### src/rtl/dispense_sequencer.sv
// dispense_sequencer: stepper dose then timed DC PWM phase, handshaked with the host via req/ack.
module dispense_sequencer #(
   parameter int SMALL_STEPS = 200,
   parameter int MED_STEPS   = 400,
   parameter int LARGE_STEPS = 800,
   parameter int DC_TICKS    = 1000,
   parameter int PWM_PERIOD  = 100,
   parameter int PWM_DUTY    = 50
) (
   input  logic       clk,
   input  logic       rst,
   input  logic       step_tick,
   input  logic       pwm_tick,
   input  logic       req,
   input  logic [1:0] amount,
   output logic       stepper_step,
   output logic       stepper_dir,
   output logic [1:0] dc_dir,
   output logic       dc_pwm,
   output logic       ack,
   output logic       busy,
   output logic       err
);
   typedef enum logic [2:0] {IDLE, STEP, DC, DONE, ERR} state_e;
   localparam logic [11:0] S_T    = 12'(SMALL_STEPS);
   localparam logic [11:0] M_T    = 12'(MED_STEPS);
   localparam logic [11:0] L_T    = 12'(LARGE_STEPS);
   localparam logic [11:0] DC_T   = 12'(DC_TICKS);
   localparam logic [7:0]  P_LAST = 8'(PWM_PERIOD - 1);
   localparam logic [7:0]  P_DUTY = 8'(PWM_DUTY);
   state_e      state_q, state_d;
   logic [1:0]  amt_q, amt_d;
   logic        step_q, step_d;
   logic        arm_q, arm_d;
   logic [11:0] step_cnt_q, step_cnt_d;
   logic [11:0] dc_cnt_q, dc_cnt_d;
   logic [7:0]  pwm_cnt_q, pwm_cnt_d;
   logic [11:0] target;
   assign target = amt_q == 2'b00 ? S_T : amt_q == 2'b01 ? M_T : L_T;
   always_comb begin
      state_d    = state_q;
      amt_d      = amt_q;
      step_d     = step_q;
      arm_d      = arm_q;
      step_cnt_d = step_cnt_q;
      dc_cnt_d   = dc_cnt_q;
      pwm_cnt_d  = pwm_cnt_q;
      case (state_q)
         IDLE: begin
            arm_d = arm_q | ~req;
            if (req && arm_q) begin
               amt_d   = amount;
               arm_d   = 1'b0;
               state_d = amount == 2'b11 ? ERR : STEP;
            end
         end
         STEP: begin
            if (!req) state_d = IDLE;
            else if (step_tick) begin
               step_d = ~step_q;
               if (step_q) begin
                  step_cnt_d = step_cnt_q + 12'd1;
                  if (step_cnt_d == target) state_d = DC;
               end
            end
         end
         DC: begin
            if (!req) state_d = IDLE;
            else begin
               if (pwm_tick) pwm_cnt_d = pwm_cnt_q == P_LAST ? 8'd0 : pwm_cnt_q + 8'd1;
               if (step_tick) begin
                  dc_cnt_d = dc_cnt_q + 12'd1;
                  if (dc_cnt_d == DC_T) state_d = DONE;
               end
            end
         end
         DONE, ERR: state_d = req ? state_q : IDLE;
         default: state_d = IDLE;
      endcase
      // Each phase's counters live only while that phase is (still) active.
      if (state_d != STEP) begin
         step_d     = 1'b0;
         step_cnt_d = 12'd0;
      end
      if (state_d != DC) begin
         dc_cnt_d  = 12'd0;
         pwm_cnt_d = 8'd0;
      end
   end
   always_ff @(posedge clk) begin
      if (rst) begin
         state_q      <= IDLE;
         amt_q        <= 2'b00;
         step_q       <= 1'b0;
         arm_q        <= 1'b0;
         step_cnt_q   <= 12'd0;
         dc_cnt_q     <= 12'd0;
         pwm_cnt_q    <= 8'd0;
         stepper_step <= 1'b0;
         stepper_dir  <= 1'b0;
         dc_dir       <= 2'b10;
         dc_pwm       <= 1'b0;
         ack          <= 1'b0;
         busy         <= 1'b0;
         err          <= 1'b0;
      end else begin
         state_q      <= state_d;
         amt_q        <= amt_d;
         step_q       <= step_d;
         arm_q        <= arm_d;
         step_cnt_q   <= step_cnt_d;
         dc_cnt_q     <= dc_cnt_d;
         pwm_cnt_q    <= pwm_cnt_d;
         stepper_step <= step_d;
         stepper_dir  <= 1'b0;
         dc_dir       <= state_d == DC ? 2'b01 : 2'b10;
         dc_pwm       <= state_d == DC && pwm_cnt_d < P_DUTY;
         ack          <= state_d == DONE;
         busy         <= state_d == STEP || state_d == DC;
         err          <= state_d == ERR;
      end
   end
endmodule

### config.mk
export PLATFORM = sky130hd
export DESIGN_NAME = dispense_sequencer
export DESIGN_NICKNAME = d
export VERILOG_FILES = /design/src/rtl/dispense_sequencer.sv
export SDC_FILE = /design/constraint.sdc
export NUM_CORES = 1
export LEC_CHECK = 0
export CORE_MARGIN = 1
export CORE_UTILIZATION = 30
export CTS_CLUSTER_SIZE = 28
export DETAILED_ROUTE_END_ITERATION = 7
export GPL_ROUTABILITY_DRIVEN = 0
export PLACE_DENSITY_LB_ADDON = 0.25
export SYNTH_ARGS = -nofsm -noshare
export SYNTH_HDL_FRONTEND = slang
export SYNTH_SLANG_ARGS = --single-unit
### constraint.sdc
create_clock -name clk -period 6.2 [get_ports clk]
set_input_delay 1.24 -clock clk [delete_from_list [all_inputs] [get_ports clk]]
set_output_delay 1.24 -clock clk [all_outputs]
set_load 0.005 [all_outputs]
# Word level (Yosys, flattened, before mapping)
# Cells that the tools add are included.
[word_totals]
register_bits = 45
inputBits = 7
elab_cells = 66
[op_classes]
add_sub_neg = 3
order_cmp = 1
eq_ne = 15
muxes = 20
n_bitwise = 3
n_reduce_logical = 12
[ops]
columns = ["op", "n"]
rows = [
  ["two-way mux 8 bit", 5],
  ["two-way mux 3 bit", 10],
  ["adder 12 x 1 -> 12 bit (second input constant)", 2],
  ["two-way mux 10 bit", 2],
  ["== test 12 x 10 -> 1 bit", 1],
  ["== test 12 x 10 -> 1 bit (second input constant)", 1],
  ["== test 3 x 2 -> 1 bit (second input constant)", 4],
  ["case mux 3 bit (4 select lines)", 1],
  ["adder 8 x 1 -> 8 bit (second input constant)", 1],
  ["== test 8 x 7 -> 1 bit (second input constant)", 1],
  ["less-than comparator 8 x 6 -> 1 bit (second input constant)", 1],
  ["== test 3 x 1 -> 1 bit (second input constant)", 2],
  ["== test 3 bit (second input constant)", 2],
  ["AND reduction 3 bit", 2],
  ["OR reduction 2 bit", 3],
  ["AND reduction 4 bit", 1],
  ["logical NOT 3 bit", 1],
  ["!= test 3 x 1 -> 1 bit (second input constant)", 1],
  ["!= test 3 x 2 -> 1 bit (second input constant)", 1],
  ["== test 2 x 1 -> 1 bit (second input constant)", 1],
  ["== test 2 bit (second input constant)", 1],
  ["logical AND 1 bit", 2],
  ["logical NOT 2 bit", 1],
  ["two-way mux 2 bit", 1],
  ["other kinds (5)", 6],
]

# Logic depth before layout (Yosys ltp)
[depth]
word_depth = 13
depth_mapped = 10
depth_no_buf = 8

# Worst setup path after synthesis
# OpenSTA, ideal clock, no wires.
[synth_path]
kind = "input-to-reg"
start = "input step_tick"
end = "register dc_cnt_q[1]"
setup_ns = 0.066
arrival_ns = 2.815
t_required_ns = 6.134
slack_ns = 3.319
cell_stages = 8
n_path_buf = 1
path_cell_list = "nand4_1 > or4_1 > a222oi_1 > a41o_1 > a41o_2 > nand4b_4 > buf_6 > a21oi_2"
[synth_between]
elab_chain_len = 5
elab_cells_between_ends = 8
[synth_rtl]
columns = ["item", "line", "rtl"]
rows = [
  ["from (decl)", "12", "input logic step_tick,"],
  ["two-way mux 3 bit, on equally long branches", "71, 59", ""],
  ["two-way mux 3 bit, on equally long branches", "68, 58", ""],
  ["case mux 3 bit (4 select lines)", "48", "case (state_q)"],
  ["!= test 3 x 2 -> 1 bit", "85", "if (state_d != DC) begin"],
  ["OR reduction 2 bit (no source line)", "n/a", ""],
  ["to (signal assigned)", "112", "dc_cnt_q <= dc_cnt_d;"],
  ["to (decl)", "36", "logic [11:0] dc_cnt_q, dc_cnt_d;"],
]
# Parallel ways exist; a longest one is shown, timed or not.
# A chain may end at the register's enable or synchronous reset.

# Final worst setup path
[layout_path]
start = "input req"
end = "register dc_pwm"
[layout_between]
elab_chain_len = 7
elab_cells_between_ends = 13
[layout_rtl]
columns = ["item", "line", "rtl"]
rows = [
  ["from (decl)", "14", "input logic req,"],
  ["logical AND 1 bit", "51", "if (req && arm_q) begin"],
  ["two-way mux 3 bit", "51", ""],
  ["case mux 3 bit (4 select lines)", "48", ""],
  ["!= test 3 x 2 -> 1 bit", "85", ""],
  ["two-way mux 8 bit", "85", ""],
  ["less-than comparator 8 x 6 -> 1 bit", "117", "dc_pwm <= state_d == DC && pwm_cnt_d < P_DUTY;"],
  ["logical AND 1 bit *", "117", ""],
  ["to (signal assigned)", "117", ""],
  ["to (decl)", "19", "output logic dc_pwm,"],
]
# Every way passes the cells marked *; elsewhere a longest branch is shown, timed or not.

==> flow_metrics.py <==
metrics = {
    "timing": {
        "drv_slew": 0,
        "hold_viol": 0,
        "worst_slew_pin_slew_ps": 955,
        "min_period_over_period": 0.631,
        "achievable-frequency_mhz": 256,
        "setup-tns-final_ps": 0,
        "finalSetupViolCount": 0,
        "relSlewSlack": 0.355,
        "fin_skew_ps": 8.97,
        "rsz0062_at_grt": "no",
        "post-route-min-period_ps": 3910,
    },
    "drt": {
        "wl_per_cell_um": 12.0,
        "antenna_left": 0,
        "first_iter_violations": 54,
        "drtPass1Iterations": 5,
        "drc": 0,
        "via_count": 2004,
        "wl_um": 4810,
        "viasPerCell": 5.00,
    },
    "synth": {
        "syn_area_per_cell_um2": 8.36,
        "synth_seq_cells": 45,
        "syn_area_um2": 2460,
        "synth_edf_count": 0,
        "yosys-top-cells-area": "dfxtp_1 37%, xor2_1 6.8%, nor2_1 5.8%",
        "syn-num-nets": 304,
        "yosysUniqueCellTypes": 52,
        "post-synth-top-count-cell": "dfxtp_1",
        "synth_top_cell_by_area": "dfxtp_1",
        "synth_warnings": 0,
        "ys_seq_area_frac": 0.367,
        "synth_top_area_share": 0.367,
        "yosys-top-cells-count": "45 x dfxtp_1, 38 x nor2_1, 28 x nand2_1",
        "synth-async-reset-ratio": 0,
        "syn_inst": 294,
        "synth_ff_type": "dfxtp_1",
    },
    "global_routing": {
        "grt_use_total": 0.124,
        "grt_pass1_vias": 1919,
        "grt_remaining_overflow": 0,
        "grt_pass1_wl_um": 8610,
        "antenna_found_initial": 0,
        "grt_max_degree": 25,
    },
    "clocking": {
        "clk_pin_slew_ps": 90,
        "clock_sinks": 45,
        "clockBufferDepth": 2,
        "cts_setup_buffers": 0,
        "ctsResizeCount": 0,
        "numCtsBuffers": 5,
        "clk_latency_ps": 300,
        "tritoncts": "built",
        "cts_root_buf": "clkbuf_8",
        "h-tree-depth": 2,
        "hold_buffers": 0,
    },
    "finish": {
        "layout-drive-gt1-share": 0.0803,
        "areaGrowthSynthToFinish_pct": 10.9,
        "antennaDiodeCount": 0,
        "final_nets": 308,
    },
    "power_and_ir_drop": {
        "clkPwrFrac": 0.382,
        "net-switching-power_mw": 0.111,
        "peakVddDrop_mv": 0.0781,
        "p_seq_frac": 0.585,
        "power_leakage_nw": 0.857,
        "totalPowerFinal_mw": 0.500,
        "internal-power_mw": 0.389,
        "power_density_nw_per_um2": 183,
        "comb_power_share": 0.033,
        "switching_share": 0.222,
    },
    "worst_setup_path": {
        "max_stage_delay_ps": 850,
        "cp_max_fo": 9,
        "crit_arrival_ps": 4120,
        "end_kind": "register",
        "cp_slowest_cell": "nor4bb_1",
        "cp_cell_sequence": "clkdlybuf4s50_1, nor4bb_1, nand2_1, nor2_1, a211oi_1, a31oi_1, a31oi_1, a211oi_1",
        "crit_required_ps": 6410,
        "crit_type": "in -> reg",
        "cp-start-kind": "input port",
    },
    "die": {
        "chipWidth_um": 92.5,
        "die_area_um2": 8560,
        "ioPinCount": 15,
        "die_h_um": 92.5,
        "rows": 32,
        "core_um2": 7810,
        "initial_core_util": 0.315,
    },
    "run_status": {
        "status": "finished clean",
    },
    "placed_design": {
        "io_buffers": 13,
        "hpwl_um": 3550,
    },
    "hold_path": {
        "worstHoldPathType": "reg -> reg",
    },
    "flow_run": {
        "maxCapViolCount": 0,
    },
}
==> routing by layer <==
metal / track usage / up-vias / routed length [µm]
met4: 0.0404 / 0 / 57
met1: 0.163 / 928 / 2500
li1: - / 1050 / -
met3: 0.0271 / 6 / 109
met2: 0.199 / 20 / 2140
met5: 0 / - / 0
==> flip-flops by register name (all words and copies together) (netlist names) <==
signal,count
dc_dir,2
step_cnt_q,12
busy,1
err,1
ack,1
dc_pwm,1
arm_q,1
state_q,3
step_q,1
pwm_cnt_q,8
amt_q,2
dc_cnt_q,12
==> final timing paths <==
kind	startpoint	to	slack [ps]	depth (start not counted)
worst max-delay path	req	dc_pwm$_SDFF_PP0_	2290	8
worst min-delay path	step_cnt_q[1]$_SDFFE_PP0P_	step_cnt_q[1]$_SDFFE_PP0P_	500	2
worst max register to register	step_cnt_q[3]$_SDFFE_PP0P_	dc_pwm$_SDFF_PP0_	3060	7
worst min register to register	step_cnt_q[1]$_SDFFE_PP0P_	step_cnt_q[1]$_SDFFE_PP0P_	500	2
==> cells in the final DEF (no fill, tap or decap), types with 2 or more instances in the layout <==
cell             count
clkbuf_8             6
nand4_1              9
nand2_1             28
nor4_1               3
nand4b_1             2
o21ai_0              5
xor2_1              19
nand3b_1             2
o31ai_1              2
nor2b_1              3
a32oi_1              2
nor2_1              38
nand3_1             16
and3_1               4
clkdlybuf4s50_1     13
and4_1               3
xnor2_1             15
nor3_1              10
a21oi_1              9
nand2b_1             2
nor4bb_1             3
dfxtp_1             45
nor2_2              10
or4_1                4
o2111ai_1            2
a31oi_1              2
ha_1                 3
inv_1                5
mux2i_1              4
and2_1               3
or3_1                3
a211oi_1             4
==> critical path, delay by kind of cell <==
family          cells  cell delay (ps)
simple gates        3             1700
compound gates      4              610
buf+inv             1              550
==> layout make-up <==
class | instances | area [µm²]
Inverter | 5 | 18.8
Multi-Input combinational cell | 228 | 1450
Sequential cell | 45 | 901
Clock buffer | 6 | 82.6
Clock inverter | 2 | 13.8
Fill cell | 841 | 5080
Timing Repair Buffer | 13 | 130
Tap cell | 102 | 128
==> power groups by stage <==
stage,clock [mW],sequential [mW],combinational (mW)
5_1_grt,0.212,0.293,0.0185
2_1_floorplan,0,0.299,0.00899
6_report,0.191,0.292,0.0164
3_3_place_gp,0,0.299,0.0164
4_1_cts,0.197,0.292,0.0167
3_5_place_dp,0,0.299,0.0165
==> cell families after synthesis <==
family,Yosys count,synth area share
simple gates,147,0.318
flops,45,0.367
compound gates,38,0.114
xor+xnor,34,0.121
buf+inv,21,0.0428
mux,5,0.0209
fa+ha+maj,3,0.0153
other cells,1,0.00153
==> through the flow <==
stage / std cells / util / worst slack, ps / hold slack (ps) / instance area (µm²)
2_1_floorplan: 294 / - / 3320 / 465 / 2460
3_3_place_gp: 393 / 0.337 / 2070 / 477 / 2630
3_5_place_dp: 393 / 0.337 / 1960 / 485 / 2630
4_1_cts: 401 / 0.349 / 2310 / 497 / 2730
5_1_grt: 401 / 0.349 / 2020 / 525 / 2730
6_report: 401 / 0.349 / 2290 / 495 / 2730
(Power assumes the default switching activity.)
